<file path="config.mk">
export PLATFORM = sky130hd
export DESIGN_NAME = microcode_bootstrap
export DESIGN_NICKNAME = d
export VERILOG_FILES = /design/src/rtl/microcode_bootstrap.sv
export SDC_FILE = /design/constraint.sdc
export NUM_CORES = 1
export LEC_CHECK = 0
export ABC_CLOCK_PERIOD_IN_PS = 2650
export BUFFER_PORTS_ARGS = -buffer_cell sky130_fd_sc_hd__buf_4
export CELL_PAD_IN_SITES_DETAIL_PLACEMENT = 1
export CELL_PAD_IN_SITES_GLOBAL_PLACEMENT = 2
export CORE_MARGIN = 10
export CORE_UTILIZATION = 32
export CTS_CLUSTER_DIAMETER = 30
export DETAILED_ROUTE_END_ITERATION = 7
export PLACE_DENSITY = 0.77
export SLEW_MARGIN = 10
export SYNTH_ARGS = -nofsm -noshare
export SYNTH_HDL_FRONTEND = slang
export SYNTH_SLANG_ARGS = --single-unit
</file>
<file path="constraint.sdc">
create_clock -name CLK -period 2.65 [get_ports CLK]
set_input_delay 0.265 -clock CLK [delete_from_list [all_inputs] [get_ports CLK]]
set_output_delay 0.265 -clock CLK [all_outputs]
set_load 0.02 [all_outputs]
</file>
<file path="src/rtl/microcode_bootstrap.sv">
// Microcode LUT bootstrap writer: takes a byte stream over valid/ready, programs the LUT
// one byte plane per word (MSB first), then verifies a trailing mod-256 checksum.
module microcode_bootstrap #(
  parameter int ADDR_WIDTH = 12,
  parameter int WORDS      = 4096
) (
  input  logic                  CLK,
  input  logic                  RST,
  input  logic [7:0]            IN_DATA,
  input  logic                  IN_VALID,
  output logic                  IN_READY,
  output logic [ADDR_WIDTH-1:0] BOOTSTRAP_ADDR,
  output logic [7:0]            BOOTSTRAP_DATA,
  output logic [1:0]            BOOTSTRAP_PLANE,
  output logic                  BOOTSTRAP_N_WE,
  output logic                  N_BOOTED,
  output logic                  ERROR
);

  // S_RESET exists only so IN_READY stays low while RST is held; it always exits to S_LOAD.
  typedef enum logic [2:0] {
    S_RESET, S_LOAD, S_SETUP, S_STROBE, S_HOLD, S_CHECK, S_DONE, S_FAIL
  } state_t;

  localparam logic [ADDR_WIDTH-1:0] LAST_ADDR = ADDR_WIDTH'(WORDS - 1);

  state_t     state;
  state_t     state_next;
  logic [7:0] checksum;
  logic [7:0] checksum_final;
  logic       last_byte;

  assign checksum_final = checksum + IN_DATA;
  assign last_byte      = (BOOTSTRAP_ADDR == LAST_ADDR) && (BOOTSTRAP_PLANE == 2'd0);

  // NOTE: sequential state uses non-blocking assignments so every register samples
  // the pre-edge values of the others, regardless of statement order.
  always_ff @(posedge CLK) begin
    if (RST) state <= S_RESET;
    else     state <= state_next;
  end

  // NOTE: every output and state_next gets a default before the case, so no path
  // leaves a signal unassigned and no latch is inferred.
  always_comb begin
    state_next     = state;
    IN_READY       = 1'b0;
    BOOTSTRAP_N_WE = 1'b1;
    N_BOOTED       = 1'b1;
    ERROR          = 1'b0;
    case (state)
      S_RESET:  state_next = S_LOAD;
      S_LOAD: begin
        IN_READY = 1'b1;
        if (IN_VALID) state_next = S_SETUP;
      end
      S_SETUP:  state_next = S_STROBE;
      S_STROBE: begin
        BOOTSTRAP_N_WE = 1'b0;
        state_next     = S_HOLD;
      end
      S_HOLD:   state_next = last_byte ? S_CHECK : S_LOAD;
      S_CHECK: begin
        IN_READY = 1'b1;
        if (IN_VALID) state_next = (checksum_final == 8'd0) ? S_DONE : S_FAIL;
      end
      S_DONE:   N_BOOTED = 1'b0;
      S_FAIL:   ERROR = 1'b1;
      default:  state_next = S_RESET;
    endcase
  end

  // NOTE: the datapath is a handful of flops (no memory array), so all of it is reset
  // to give the LUT a defined address/plane/data while held in reset.
  always_ff @(posedge CLK) begin
    if (RST) begin
      BOOTSTRAP_ADDR  <= '0;
      BOOTSTRAP_DATA  <= 8'd0;
      BOOTSTRAP_PLANE <= 2'd3;
      checksum        <= 8'd0;
    end else begin
      case (state)
        S_LOAD: begin
          if (IN_VALID) begin
            BOOTSTRAP_DATA <= IN_DATA;
            checksum       <= checksum_final;
          end
        end
        S_HOLD: begin
          // The last word never increments the address; it hands over to the checksum phase.
          if (last_byte) begin
            BOOTSTRAP_ADDR  <= '0;
            BOOTSTRAP_PLANE <= 2'd3;
          end else if (BOOTSTRAP_PLANE == 2'd0) begin
            BOOTSTRAP_ADDR  <= BOOTSTRAP_ADDR + ADDR_WIDTH'(1);
            BOOTSTRAP_PLANE <= 2'd3;
          end else begin
            BOOTSTRAP_PLANE <= BOOTSTRAP_PLANE - 2'd1;
          end
        end
        default: ;
      endcase
    end
  end

endmodule

</file>
Word-level counts from Yosys, hierarchy flattened

Index checks and enable logic that the tools add are counted.

Add/subtract/negate cells: 3
Reduce and logical (&&, ||, !) cells: 10
Muxes and demuxes: 13
Eq/ne operators: 10

Operator list:

| operator                                                           | count |
|---|---|
| 12-bit two-way mux                                                 | 2 |
| 3-bit case mux with 6 select lines                                 | 1 |
| 12-bit by 1-bit adder with 12-bit output, second input constant    | 1 |
| 12-bit == test, second input constant                              | 1 |
| 3-bit == test, second input constant                               | 4 |
| 3-bit two-way mux                                                  | 3 |
| 8-bit adder                                                        | 1 |
| 8-bit logical NOT                                                  | 1 |
| 3-bit by 2-bit == test with 1-bit output, second input constant    | 2 |
| 6-bit nonzero test                                                 | 1 |
| 1-bit two-way mux                                                  | 5 |
| 2-bit two-way mux                                                  | 2 |
| 2-bit inequality test, second input constant                       | 2 |
| 2-bit AND reduction                                                | 2 |
| 3-bit by 1-bit == test with 1-bit output, second input constant    | 1 |
| 3-bit logical NOT                                                  | 1 |
| 3-bit AND reduction                                                | 1 |
| 2-bit logical NOT                                                  | 1 |
| 2-bit nonzero test                                                 | 1 |
| 2-bit OR reduction                                                 | 1 |
| 2-bit by 1-bit subtractor with 2-bit output, second input constant | 1 |
| 1-bit logical AND                                                  | 1 |

Logic and storage cells: 41
Output and inout port bits: 26
Register bits: 33
Input port bits: 11

Depth between registers and ports, before layout

Word-level depth: 5
Gate-level depth with buffers: 7
Mapped depth without buffers: 7

Least setup slack after synthesis

OpenSTA, ideal clock, no wires.

Path kind: reg2reg
Start: register checksum[0]
End: register state[0]
Arrival time: 1802 ps
Setup slack: 717 ps
Clock period less this slack: 1933 ps
Stages on the path, launching flop included: 8
Data required time: 2519 ps
Library setup time: 131 ps
Buffers on the path: 0
Path through: dfxtp_1 -> ha_1 -> fa_1 -> a211oi_1 -> nor3_1 -> or3b_1 -> nor2_1 -> a31oi_1

Longest elaborated chain between the ends: 5

Ends and longest elaborated chain:

| item                               | line | RTL |
|---|---|---|
| start: declaration                 | 29   | `logic [7:0] checksum;` |
| start signal: assignment           | 86   | `checksum <= checksum_final;` |
| 8-bit adder                        | 33   | `assign checksum_final = checksum + IN_DATA;` |
| 8-bit logical NOT                  | 65   | `if (IN_VALID) state_next = (checksum_final == 8'd0) ? S_DONE : S_FAIL;` |
| 1-bit two-way mux                  | 65   |  |
| 3-bit two-way mux                  | 65   |  |
| 3-bit case mux with 6 select lines | 51   | `case (state)` |
| end signal: assignment             | 40   | `else state <= state_next;` |
| end: declaration                   | 27   | `state_t state;` |

No other way between the ends. The select of a mux whose other input is x is not followed.
A chain may end at the register's enable or synchronous reset.

Worst setup path after layout

Ends and elaborated chain as after synthesis.

==> impl_metrics.yaml <==
synthesis:
  ys_async_sr_fraction: 0
  synthTopCellsByCount: "nand2_1, dfxtp_1, a21oi_1, nor2_1, ha_1"
  syn_avg_cell_area_um2: 8.25
  postSynthCellCount: 223
  synth.area.top_cells: "dfxtp_1, nand2_1, ha_1"
  synthDominantCellAreaShare: 0.359
  synth-edff-count: 0
  netlist_area_mm2: 0.00184
  synth_seq_cells: 33
  yosysTopAreaCell: "dfxtp_1"
  ys_types: 46
  synth_most_common_cell: "nand2_1"
  synth_seq_area_share: 0.359
  ys.flop_type: "dfxtp_1"
  ys_warn_count: 0
  synth_nets: 246
timing:
  max_freq_mhz: 479
  timing.hold.ws_ns: 0.239
  slew_headroom: 0.648
  slew_violations: 0
  tightest_slew_ns: 0.528
  fin_crit_ns: 2.09
  hold_violations: 0
  fin_setup_tns_ns: 0
  rsz0062_at_grt: "false"
  setup_viol: 0
  fin_skew_ns: 0.00684
  post-route-period-util: 0.788
worst_setup_path:
  r2r_cells: 7
  reg2reg_from: "checksum[0]$_SDFFE_PP0P_"
  crit_required_ns: 2.81
  cp_max_fo: 3
  path_class: "reg2reg"
  cp-start-kind: "flip-flop"
  ff2ff_setup_slack_ns: 0.56
  end_kind: "flip-flop"
  worstReg2RegEnd: "state[0]$_SDFFE_PP0P_"
  arrival_ns: 2.25
drt:
  wl_per_cell_um: 14.3
  drc: 0
  drtIter0Drc: 52
  ant_nets: 0
  drtPass1Iterations: 4
  avgViaCountPerCell: 5.02
  vias: 1655
  wl_mm: 4.73
die:
  dieArea_mm2: 0.00918
  core_area_mm2: 0.00554
  die_w_um: 95.8
  row_count: 27
  start_util: 0.332
  io_pins: 37
  die_h_um: 95.8
clock_network:
  cts_max_path_buffers: 2
  post_cts_buffers: 0
  ctsHoldBuffers: 0
  clk_pin_slew_ns: 0.07
  cts_tree: "done"
  clk_latency_ns: 0.29
  cts_root_buffer: "clkbuf_8"
  cts_resized: 0
  cts_max_level: 2
  cts_buffers: 5
  cts_sinks: 33
flow_run:
  maxCapViolCount: 0
hold_path:
  holdCritPathClass: "in2reg"
  hp-start: "IN_DATA[3]"
  hold_depth: 3
  whs_endpoint: "BOOTSTRAP_DATA[3]$_SDFFE_PP0P_"
global_routing:
  grt-ovfl-total: 0
  antenna_found_initial: 0
  grt_pass1_vias: 1669
  grt_max_degree: 24
  grt_pass1_wl_mm: 8.02
  gr-usage-all-layers: 0.108
power:
  leakage_nw: 0.920
  power.density_mw_per_mm2: 520
  ir_drop_mv: 0.183
  power_w: 0.00117
finish:
  drive_above_1_share: 0.213
  diodes: 0
  stdcell_count: 330
  area_growth_pct: 22.4
  nets: 280
placement:
  place.gp.congestion: 0.754
  port_buffers: 36
  hpwl_mm: 3.57
  post-place-cells: 322
run_status:
  status: "complete, no violations"
[critical path, cell delays in order, from the launching register on]
cell      delay, ns
dfxtp_1        0.32
ha_1           0.23
fa_1           0.43
a211oi_1       0.32
nor3_1         0.10
or3b_1         0.37
nor2_1         0.11
a31oi_1        0.08
[kinds of logic after synthesis]
logic type,count (synthesis),synth area share
AND/OR/NAND/NOR,99,0.272
AO/OA/AOI/OAI,48,0.169
flip-flops,33,0.359
buffers and inverters,17,0.0476
XOR/XNOR,14,0.0667
adder cells (fa/ha/maj),12,0.0857
[per-layer routing]
metal | up-vias | track usage | part of all wire
li1 | 847 | - | -
met1 | 774 | 0.132 | 0.48
met2 | 27 | 0.170 | 0.44
met3 | 7 | 0.0405 | 0.062
met4 | 0 | 0.0369 | 0.013
met5 | - | 0 | 0
[state kept, by name, summed over array words and instances (netlist names)]
signal and flops:
BOOTSTRAP_ADDR 12, BOOTSTRAP_DATA 8, checksum 8, state 3
BOOTSTRAP_PLANE 2
[per-stage QoR]
stage | utilization | setup WS, ns | cell area, µm²
6_report | 0.407 | 0.563 | 2250
5_1_grt | 0.407 | 0.430 | 2250
4_1_cts | 0.407 | 0.549 | 2250
3_5_place_dp | 0.388 | 0.475 | 2150
3_3_place_gp | 0.388 | 0.483 | 2150
2_1_floorplan | - | 0.717 | 1840
[cell type report]
cell class	instances	area (µm²)
Clock buffer	7	96.3
Clock inverter	1	5.00
Fill cell	690	3290
Inverter	7	26.3
Multi-Input combinational cell	173	1100
Sequential cell	33	661
Tap cell	72	90.1
Timing Repair Buffer	37	278
[placed cells by master (no fill, tap or decap), types with 6 or more instances in the layout]
| cell | Yosys | routed |
|---|---|---|
| o21ai_0 | 8 | 8 |
| inv_1 | 7 | 7 |
| a21oi_1 | 20 | 20 |
| xnor2_1 | 8 | 8 |
| dfxtp_1 | 33 | 33 |
| nand2_1 | 41 | 41 |
| ha_1 | 11 | 11 |
| xor2_1 | 6 | 6 |
| clkbuf_8 | 0 | 7 |
| buf_4 | 2 | 37 |
| nor2_1 | 20 | 20 |
[worst max-delay path by stage]
stage / startpoint / end / slack, ns / depth (start not counted)
finish: checksum[0]$_SDFFE_PP0P_ / state[0]$_SDFFE_PP0P_ / 0.56 / 7
global route: checksum[0]$_SDFFE_PP0P_ / state[0]$_SDFFE_PP0P_ / 0.43 / 7
CTS: checksum[0]$_SDFFE_PP0P_ / state[0]$_SDFFE_PP0P_ / 0.55 / 7
detailed placement: IN_DATA[0] / state[0]$_SDFFE_PP0P_ / 0.48 / 8
global placement: IN_DATA[0] / state[0]$_SDFFE_PP0P_ / 0.48 / 8
floorplan: checksum[0]$_SDFFE_PP0P_ / state[0]$_SDFFE_PP0P_ / 0.72 / 7
[power breakdown]
| part | switching, W | total [W] | internal, W | leakage, nW |
|---|---|---|---|---|
| sequential | 0.0000193 | 0.000535 | 0.000516 | 0.268 |
| clock | 0.000194 | 0.000429 | 0.000235 | 0.0542 |
| combinational | 0.000118 | 0.000208 | 0.0000893 | 0.598 |
| total | 0.000331 | 0.00117 | 0.000840 | 0.920 |
No activity file was read; power rests on OpenSTA's default activity.
